===== src/rtl/morph_pkg.sv =====
// morph_pkg: shared states, default geometry and border test for the morphology frame sequencer
package morph_pkg;
    typedef enum logic [2:0] {IDLE, FEED, FLUSH, DRAIN, NEXT, DONE} state_e;
    localparam int IMG_W_DEF = 256;
    localparam int IMG_H_DEF = 256;
    localparam int NPIX = IMG_W_DEF * IMG_H_DEF;
    localparam int SKIP = IMG_W_DEF + 1;
    function automatic logic is_border(input int unsigned r, input int unsigned c,
                                       input int unsigned w, input int unsigned h);
        return r == 0 || c == 0 || r == h - 1 || c == w - 1;
    endfunction
endpackage


===== src/rtl/morph_wr_tracker.sv =====
// morph_wr_tracker: skips filter warm-up outputs, tracks row/col and registers destination writes
// Ports: clr_i restarts a pass; filt_valid_i/filt_out_i filter result; border_zero_i masks edges;
//        wr_en_o/wr_addr_o/wr_data_o registered write; last_o final qualifying output; done_o all written
module morph_wr_tracker
    import morph_pkg::*;
#(
    parameter int IMG_W  = IMG_W_DEF,
    parameter int IMG_H  = IMG_H_DEF,
    parameter int ADDR_W = 16
) (
    input  logic              clk,
    input  logic              rst,
    input  logic              clr_i,
    input  logic              filt_valid_i,
    input  logic [7:0]        filt_out_i,
    input  logic              border_zero_i,
    output logic              wr_en_o,
    output logic [ADDR_W-1:0] wr_addr_o,
    output logic [7:0]        wr_data_o,
    output logic              last_o,
    output logic              done_o
);
    localparam int SKIP_P = IMG_W + 1;
    localparam int TOT = SKIP_P + IMG_W * IMG_H;
    localparam int CW = $clog2(TOT + 1);
    localparam int RW = $clog2(IMG_H);
    localparam int XW = $clog2(IMG_W);
    logic [CW-1:0] vcnt_q, vcnt_d;
    logic [RW-1:0] row_q, row_d;
    logic [XW-1:0] col_q, col_d;
    logic [ADDR_W-1:0] idx_q, idx_d, wr_addr_q, wr_addr_d;
    logic [7:0] wr_data_q, wr_data_d;
    logic wr_en_q, wr_en_d, take, go, col_end;
    // the valid counter saturates at TOT so surplus filter outputs are neither written nor wrap the position
    always_comb begin
        take      = filt_valid_i && vcnt_q != CW'(TOT);
        go        = take && vcnt_q >= CW'(SKIP_P);
        col_end   = col_q == XW'(IMG_W - 1);
        vcnt_d    = clr_i ? '0 : vcnt_q + CW'(take);
        col_d     = clr_i ? '0 : (go ? (col_end ? '0 : col_q + 1'b1) : col_q);
        row_d     = clr_i ? '0 : ((go && col_end) ? (row_q == RW'(IMG_H - 1) ? '0 : row_q + 1'b1) : row_q);
        idx_d     = clr_i ? '0 : idx_q + ADDR_W'(go);
        wr_en_d   = go && !clr_i;
        wr_addr_d = go ? idx_q : wr_addr_q;
        wr_data_d = !go ? wr_data_q :
                    (border_zero_i && is_border(32'(row_q), 32'(col_q), IMG_W, IMG_H)) ? '0 : filt_out_i;
    end
    always_ff @(posedge clk or posedge rst) begin
        if (rst) begin
            vcnt_q    <= '0;
            row_q     <= '0;
            col_q     <= '0;
            idx_q     <= '0;
            wr_en_q   <= 1'b0;
            wr_addr_q <= '0;
            wr_data_q <= '0;
        end else begin
            vcnt_q    <= vcnt_d;
            row_q     <= row_d;
            col_q     <= col_d;
            idx_q     <= idx_d;
            wr_en_q   <= wr_en_d;
            wr_addr_q <= wr_addr_d;
            wr_data_q <= wr_data_d;
        end
    end
    assign wr_en_o   = wr_en_q;
    assign wr_addr_o = wr_addr_q;
    assign wr_data_o = wr_data_q;
    assign last_o    = go && vcnt_q == CW'(TOT - 1);
    assign done_o    = vcnt_q == CW'(TOT);
endmodule


===== src/rtl/morph_frame_ctrl.sv =====
// morph_frame_ctrl: streams a frame through a 3x3 morphology filter for N ping-pong passes
// Ports: start/num_passes/border_zero job control; rd_* source RAM; filt_* filter interface;
//        wr_* destination RAM (buffer ~rd_buf); busy/frame_done/pass_idx status
module morph_frame_ctrl
    import morph_pkg::*;
#(
    parameter int IMG_W  = IMG_W_DEF,
    parameter int IMG_H  = IMG_H_DEF,
    parameter int ADDR_W = 16,
    parameter int PASS_W = 4
) (
    input  logic              clk,
    input  logic              rst,
    input  logic              start,
    input  logic [PASS_W-1:0] num_passes,
    input  logic              border_zero,
    output logic              rd_en,
    output logic [ADDR_W-1:0] rd_addr,
    input  logic [7:0]        rd_data,
    output logic              rd_buf,
    output logic              filt_en,
    output logic [7:0]        filt_data,
    input  logic              filt_valid,
    input  logic [7:0]        filt_out,
    output logic              wr_en,
    output logic [ADDR_W-1:0] wr_addr,
    output logic [7:0]        wr_data,
    output logic              busy,
    output logic              frame_done,
    output logic [PASS_W-1:0] pass_idx
);
    localparam int NPIX_P = IMG_W * IMG_H;
    state_e state_q, state_d;
    logic [ADDR_W-1:0] cnt_q, cnt_d;
    logic [PASS_W-1:0] pass_q, pass_d, npass_q, npass_d;
    logic rd_en_q, rd_buf_q, rd_buf_d, bz_q, bz_d, clr, last, done;
    // FLUSH spans W+2 cycles: the first carries the final pixel read in FEED, the rest the W+1 zeros
    always_comb begin
        state_d  = state_q;
        cnt_d    = cnt_q;
        pass_d   = pass_q;
        npass_d  = npass_q;
        bz_d     = bz_q;
        rd_buf_d = rd_buf_q;
        clr      = 1'b0;
        case (state_q)
            IDLE: if (start) begin
                state_d = FEED;
                cnt_d   = '0;
                pass_d  = '0;
                npass_d = num_passes == '0 ? PASS_W'(1) : num_passes;
                bz_d    = border_zero;
            end
            FEED: begin
                cnt_d   = cnt_q == ADDR_W'(NPIX_P - 1) ? '0 : cnt_q + 1'b1;
                state_d = cnt_q == ADDR_W'(NPIX_P - 1) ? FLUSH : FEED;
            end
            FLUSH: begin
                cnt_d   = cnt_q == ADDR_W'(IMG_W + 1) ? '0 : cnt_q + 1'b1;
                state_d = cnt_q == ADDR_W'(IMG_W + 1) ? DRAIN : FLUSH;
            end
            DRAIN: state_d = (last || done) ? NEXT : DRAIN;
            NEXT: begin
                clr      = 1'b1;
                rd_buf_d = ~rd_buf_q;
                pass_d   = pass_q + 1'b1;
                state_d  = pass_d < npass_q ? FEED : DONE;
            end
            DONE:    state_d = IDLE;
            default: state_d = IDLE;
        endcase
    end
    always_ff @(posedge clk or posedge rst) begin
        if (rst) begin
            state_q  <= IDLE;
            cnt_q    <= '0;
            pass_q   <= '0;
            npass_q  <= '0;
            bz_q     <= 1'b0;
            rd_buf_q <= 1'b0;
            rd_en_q  <= 1'b0;
        end else begin
            state_q  <= state_d;
            cnt_q    <= cnt_d;
            pass_q   <= pass_d;
            npass_q  <= npass_d;
            bz_q     <= bz_d;
            rd_buf_q <= rd_buf_d;
            rd_en_q  <= rd_en;
        end
    end
    assign rd_en      = state_q == FEED;
    assign rd_addr    = cnt_q;
    assign rd_buf     = rd_buf_q;
    assign filt_en    = rd_en_q || state_q == FLUSH;
    assign filt_data  = rd_en_q ? rd_data : 8'h00;
    assign busy       = state_q != IDLE;
    assign frame_done = state_q == DONE;
    assign pass_idx   = pass_q;
    morph_wr_tracker #(.IMG_W(IMG_W), .IMG_H(IMG_H), .ADDR_W(ADDR_W)) u_trk (
        .clk          (clk),
        .rst          (rst),
        .clr_i        (clr),
        .filt_valid_i (filt_valid),
        .filt_out_i   (filt_out),
        .border_zero_i(bz_q),
        .wr_en_o      (wr_en),
        .wr_addr_o    (wr_addr),
        .wr_data_o    (wr_data),
        .last_o       (last),
        .done_o       (done)
    );
endmodule


===== config.mk =====
export PLATFORM = sky130hd
export DESIGN_NAME = morph_frame_ctrl
export DESIGN_NICKNAME = d
export VERILOG_FILES = /design/src/rtl/morph_pkg.sv /design/src/rtl/morph_wr_tracker.sv /design/src/rtl/morph_frame_ctrl.sv
export SDC_FILE = /design/constraint.sdc
export NUM_CORES = 1
export LEC_CHECK = 0
export CAP_MARGIN = 20
export CORE_ASPECT_RATIO = 0.6
export CORE_MARGIN = 4
export CORE_UTILIZATION = 58
export DETAILED_ROUTE_END_ITERATION = 6
export PLACE_DENSITY = 0.86
export SETUP_SLACK_MARGIN = 0.1
export SLEW_MARGIN = 20
export SYNTH_ARGS = -nofsm -noshare
export SYNTH_HDL_FRONTEND = slang
export SYNTH_SLANG_ARGS = --single-unit

===== constraint.sdc =====
create_clock -name clk -period 8 [get_ports clk]
set_input_delay 1.6 -clock clk [delete_from_list [all_inputs] [get_ports clk]]
set_output_delay 1.6 -clock clk [all_outputs]
set_load 0.01 [all_outputs]

==> reports/results.tsv, run 1 <==
metric	value	unit
Seq/Total Area, Yosys	50.5	%
Final Hold Vio Count	0	
min-delay src	u_trk.wr_addr_o[15]$_DFFE_PP0P_	
f_max	0.232	GHz
CP startpoint	rd_data[3]	
routed len/inst	16.5	µm
Placer Congestion	0.835	
Power Density	197	mW/mm²
Cells after Synth	538	
chip width	130	µm
Vias	4195	
Rel. slew slack	32.8	%
async set-or-reset flop fraction in the synthesized netlist	100	%
share of the synthesized area in the top cell type	50.5	%
leakage power	2.88	nW
Synth area leaders	dfrtp_1 (50%), nand2_1 (6.5%), xor2_1 (4.6%)	
status	completed	
row count	26	
Routed Wire Length	12000	µm
Clk Tree Root Cell	clkbuf_16	
Peak VDD IR	0.150	mV
area growth from synthesis to layout	22.7	%
worst path bufs/invs	2	
worst slew pin tran	1.01	ns
initial antenna violation count	0	
pin count of the biggest net entering global routing	57	
crit path cell chain	clkdlybuf4s50_1 -> and2_1 -> clkdlybuf4s50_1	
worst clock skew	0.00954	ns
WP data required	6.40	ns
syn nets	577	
Setup Viol. Count Final	0	
Mapped Area	0.00515	mm²
Antenna Cells	0	
Skew-Pair Late Insertion Delay	0.36	ns
EDFF count, synth	0	
most used cell, CP	clkdlybuf4s50_1	
Synthesis Warnings	0	
Pins Over Slew Limit	0	
hold crit path type	register to register	
maximum clock insertion buffer count	2	
CTS tree	built	
Tot GR Track Use	24.0	%
maxcap violations	0	
Tmin final	4.31	ns
crit path kind	primary input to output port	
full die area	0.0105	mm²
Max stage delay cell, worst path	clkdlybuf4s50_1	
Synth top cells by count	dfrtp_1 (104), nand2_1 (89), nor2_1 (61)	
I/O Buffers	82	
# clock sinks	104	
most common cell in the synthesized netlist	dfrtp_1	
Clock Pin Slew Worst Setup and Hold Paths	0.07	ns
crit-path max cell delay	0.53	ns
RSZ-0062 raised after global routing	no	
period utilization	53.8	%
core area	0.00859	mm²
vias in the first global route	4091	
H-Tree Depth	3	
Fin Setup TNS	0	ns
die height	81.0	µm
Main synth FF type	dfrtp_1	
startpoint types	primary input	
DRC Markers	0	
DRT antenna net count	0	
Post-Syn Area per Cell	9.58	µm²
vias per inst	5.76	
Worst Path Max Fanout	1	
post-layout util	73.6	%
drt first pass iters	5	
number of buffers created by CTS	9	
post-CTS resize count	0	
flops & latches, synth	104	
critical path data arrival time	2.71	ns
post-cts hold buffer count	0	
layout cells sized above 1	6.66	%
grt ovf	0	
first-pass GRT wire length	19800	µm
Initial Util	60.0	%
Ports	83	
worst r2r src	u_trk.vcnt_q[5]$_DFF_PP0_	
delay-heaviest family, CP	buffers and inverters	
Final nets	651	
setup bufs post-CTS	0	
Yosys cell types	57	
area leader, netlist	dfrtp_1	
1st-iter DRT viols	340	
Final HPWL DP	8170	µm
CP endpoint kind	output port	
==> routing by layer <==
metal | vias to the layer above | track usage, % | part of all wire (%)
met4 | 0 | 7.47 | 1.5
li1 | 1994 | - | -
met3 | 20 | 6.83 | 7.7
met1 | 2036 | 34.1 | 47
met5 | - | 0 | 0
met2 | 145 | 36.1 | 44
==> final timing paths <==
check / end / depth (start not counted) / slack [ns]
worst min-delay path: u_trk.wr_addr_o[15]$_DFFE_PP0P_ / 2 / 0.47
worst max-delay path: filt_data[3] / 3 / 3.69
worst min register to register: u_trk.wr_addr_o[15]$_DFFE_PP0P_ / 2 / 0.47
min in group asynchronous: u_trk.idx_q[11]$_DFF_PP0_ / 2 / 1.67
worst max register to register: u_trk.idx_q[15]$_DFF_PP0_ / 10 / 4.50
max in group asynchronous: u_trk.col_q[5]$_DFFE_PP0P_ / 3 / 5.19
==> cell type report <==
class / instances / area [µm²]
Timing Repair Buffer: 84 / 836
Fill cell: 610 / 2270
Clock buffer: 11 / 253
Clock inverter: 4 / 30.0
Inverter: 17 / 66.3
Sequential cell: 104 / 2600
Tap cell: 112 / 140
Multi-Input combinational cell: 396 / 2390
==> sequential cells by signal (all words and copies together) (netlist names) <==
register         flops
u_trk.col_q          8
rd_buf               1
pass_idx             4
u_trk.row_q          8
rd_addr             16
u_trk.wr_addr_o     16
state_q              3
u_trk.wr_en_o        1
bz_q                 1
rd_en_q              1
u_trk.vcnt_q        17
npass_q              4
u_trk.idx_q         16
u_trk.wr_data_o      8
==> power breakdown <==
part | total (mW) | switching, mW | leakage (nW) | internal [mW]
Combinational | 0.201 | 0.0987 | 1.33 | 0.102
Sequential | 0.624 | 0.0559 | 1.40 | 0.568
Clock | 0.418 | 0.192 | 0.138 | 0.227
Total | 1.24 | 0.346 | 2.88 | 0.897
==> cell usage in the layout, fill, tap and decap left out, types with 15 or more instances in the layout <==
cell type          n
xor2_1            27
inv_1             15
a21oi_1           20
o21ai_0           18
dfrtp_1          104
xnor2_1           16
nand3_1           26
nor2_1            61
clkdlybuf4s50_1   82
nand2_1           89
==> logic make-up after synthesis <==
kind of cell,Yosys count,synth area share [%]
and+or+nand+nor,265,25.4
DFF,104,50.5
AOI/OAI and AO/OA,73,10.0
xor gates and xnor gates,43,7.31
buffers and inverters,38,3.16
adders and majority gates,14,3.40
muxes,1,0.218
==> per-stage QoR <==
step                      instances  power, mW  hold WS, ns  setup WS, ns  cell area (µm²)
after floorplan                 538      0.736        0.459          3.67             5150
after global routing            728       1.30        0.491          3.63             6320
final                           728       1.24        0.474          3.69             6320
after detailed placement        713      0.832        0.462          3.65             6040
after CTS                       728       1.25        0.478          3.68             6320
after global placement          713      0.816        0.462          3.70             6040
==> worst reg2reg max path, delay by kind of cell (launching register included) <==
kind	cells	cell delay [ns]
AND/OR/NAND/NOR	5	0.92
buffers and inverters	1	0.40
adder cells (fa/ha/maj)	1	0.36
XOR/XNOR	1	0.16
flip-flops	1	0.45
AO/OA/AOI/OAI	2	1.07
(Power assumes the default switching activity.)
==> run 2: changes to the inputs <==
--- a/config.mk
+++ b/config.mk
@@ -8,9 +8,9 @@
 export CAP_MARGIN = 20
 export CORE_ASPECT_RATIO = 0.6
 export CORE_MARGIN = 4
-export CORE_UTILIZATION = 58
+export CORE_UTILIZATION = 54
 export DETAILED_ROUTE_END_ITERATION = 6
-export PLACE_DENSITY = 0.86
+export PLACE_DENSITY = 0.8
 export SETUP_SLACK_MARGIN = 0.1
 export SLEW_MARGIN = 20
 export SYNTH_ARGS = -nofsm -noshare
==> constraint.sdc (replaced) <==
create_clock -name clk -period 4.3 [get_ports clk]
set_input_delay 0.86 -clock clk [delete_from_list [all_inputs] [get_ports clk]]
set_output_delay 0.86 -clock clk [all_outputs]
set_load 0.01 [all_outputs]
==> run 2 against run 1 <==
  * Critical path depth up 7
  * Largest cell class unchanged
  * Highest routed layer unchanged
  * Largest power group unchanged
  * Register-to-register slack got worse by 3.6 ns
  * Sequential power grew 86%
  * Wire length is 1.4% lower
  * Clock power rose by 94%
  * Total power rose by 89%
  * Worst setup slack got worse by 2.8 ns
  * Critical path type is now register to register
==> reports/results.tsv, run 2 (synthesized netlist as in run 1, its figures left out) <==
metric	value	unit	change
status	completed		unchanged
routed len/inst	15.8	µm	was 16.5 µm
Power Density	368	mW/mm²	was 197 mW/mm²
max reg flops	17		unchanged
drt first pass iters	5		unchanged
most frequent cells in the layout	dfrtp_1 (104), nand2_1 (89), clkdlybuf4s50_1 (82)		unchanged
full die area	0.0112	mm²	was 0.0105 mm²
period utilization	79.2	%	
WP data required	4.50	ns	was 6.40 ns
Clock Pin Slew Worst Setup and Hold Paths	0.07	ns	about the same
vias per inst	5.63		was 5.76
DRC Markers	0		unchanged
Cell Count, Final, Fillers Out	748		was 728
most flop-heavy register	u_trk.vcnt_q		unchanged
crit path cell chain	nor4_1 -> a21oi_1 -> o21ai_4 -> inv_2 -> ha_1 -> nand3_1 -> nor3_1 -> nand3_1 -> xor2_1 -> nor2_1		was clkdlybuf4s50_1 -> and2_1 -> clkdlybuf4s50_1
Peak VDD IR	0.211	mV	was 0.150 mV
vias in the first global route	4024		was 4091
crit path kind	register to register		was primary input to output port
post-layout util	69.1	%	was 73.6%
setup bufs post-CTS	0		unchanged
H-Tree Depth	3		unchanged
Clk Tree Root Cell	clkbuf_16		unchanged
f_max	0.294	GHz	
worst clock skew	0.00931	ns	was 0.00954 ns
die height	83.7	µm	was 81.0 µm
placed cell count	733		was 713
Worst Path Max Fanout	36		was 1
grt ovf	0		unchanged
Skew-Pair Late Insertion Delay	0.35	ns	was 0.36 ns
most used cell, CP	nand3_1		was clkdlybuf4s50_1
Fin Setup TNS	0	ns	unchanged
Vias	4209		was 4195
# clock sinks	104		unchanged
Rel. slew slack	30.9	%	was 32.8%
startpoint types	register		was primary input
chip width	134	µm	was 130 µm
I/O Buffers	82		unchanged
Pins Over Slew Limit	0		unchanged
Final HPWL DP	8270	µm	was 8170 µm
number of buffers created by CTS	9		unchanged
maxcap violations	0		unchanged
core area	0.00922	mm²	was 0.00859 mm²
first-pass GRT wire length	20100	µm	was 19800 µm
Tot GR Track Use	21.8	%	was 24.0%
Antenna Cells	0		unchanged
Placer Congestion	0.848		was 0.835
Initial Util	55.9	%	was 60.0%
RSZ-0062 raised after global routing	no		unchanged
CTS tree	built		unchanged
area growth from synthesis to layout	23.6	%	was 22.7%
pin count of the biggest net entering global routing	51		was 57
row count	27		was 26
hold crit path type	register to register		unchanged
maximum clock insertion buffer count	2		unchanged
leakage power	2.90	nW	was 2.88 nW
critical path data arrival time	3.61	ns	was 2.71 ns
DRT antenna net count	0		unchanged
worst path bufs/invs	1		was 2
Max stage delay cell, worst path	o21ai_4		was clkdlybuf4s50_1
CP endpoint kind	register		was output port
delay-heaviest family, CP	compound AO/OA/AOI/OAI gates		was buffers and inverters
post-cts hold buffer count	0		unchanged
commonest non-fill, non-tap cell in the layout	dfrtp_1		unchanged
Tmin final	3.41	ns	
Routed Wire Length	11800	µm	was 12000 µm
Ports	83		unchanged
Final nets	653		was 651
post-CTS resize count	0		unchanged
Final Hold Vio Count	0		unchanged
Setup Viol. Count Final	0		unchanged
1st-iter DRT viols	397		was 340
layout cells sized above 1	6.96	%	was 6.66%
initial antenna violation count	0		unchanged
crit-path max cell delay	0.86	ns	was 0.53 ns
worst slew pin tran	1.03	ns	was 1.01 ns
## run 2: cell count changes in the layout (fill, tap and decap cells not counted), sizes merged
cell,change
clkbuf,-1
clkinv,+1
clkinvlp,-1
bufinv,+1
buf,+2
## run 2: cell type report
cell class,count,area (µm²)
clock buffer,10,239
inverter,17,66.3
fill,704,2850
clock inverter,5,57.6
multi-input combinational,396,2390
sequential,104,2600
tap,130,163
timing repair buffer,86,851
## run 2: final timing paths
path,startpoint,end,slack [ns],depth (start not counted)
worst min-delay path,u_trk.wr_addr_o[3]$_DFFE_PP0P_,u_trk.wr_addr_o[3]$_DFFE_PP0P_,0.48,2
min in group asynchronous,rst,u_trk.wr_addr_o[14]$_DFFE_PP0P_,0.92,2
worst max-delay path,u_trk.vcnt_q[5]$_DFF_PP0_,u_trk.idx_q[13]$_DFF_PP0_,0.89,10
worst max register to register,u_trk.vcnt_q[5]$_DFF_PP0_,u_trk.idx_q[13]$_DFF_PP0_,0.89,10
max in group asynchronous,rst,pass_idx[3]$_DFFE_PP0P_,2.53,3
worst min register to register,u_trk.wr_addr_o[3]$_DFFE_PP0P_,u_trk.wr_addr_o[3]$_DFFE_PP0P_,0.48,2
## run 2: through the flow
stage / hold slack (ns) / power [mW] / setup slack [ns] / instance area [µm²]
6_report: 0.475 / 2.34 / 0.894 / 6370
5_1_grt: 0.498 / 2.47 / 0.439 / 6370
4_1_cts: 0.478 / 2.36 / 0.900 / 6370
3_5_place_dp: 0.461 / 1.54 / 0.777 / 6080
3_3_place_gp: 0.461 / 1.52 / 0.992 / 6080
2_1_floorplan: 0.459 / 1.37 / 0.708 / 5150
## run 2: where the power goes
group	leakage (nW)	internal, mW	switching, mW
combinational	1.34	0.191	0.183
clock	0.148	0.464	0.348
sequential	1.40	1.06	0.101
## run 2: tightest hold or removal path, delay by kind of cell (launching register included)
kind / cells / cell delay [ns]
and+or+nand+nor: 2 / 0.11
DFF: 1 / 0.34
## run 2: per-layer routing
| metal | track usage, % | vias to the layer above | routed length [µm] |
|---|---|---|---|
| li1 | - | 2002 | - |
| met1 | 32.9 | 2026 | 5730 |
| met2 | 30.6 | 168 | 5040 |
| met3 | 6.69 | 13 | 931 |
| met4 | 5.27 | 0 | 124 |
| met5 | 0 | - | 0 |
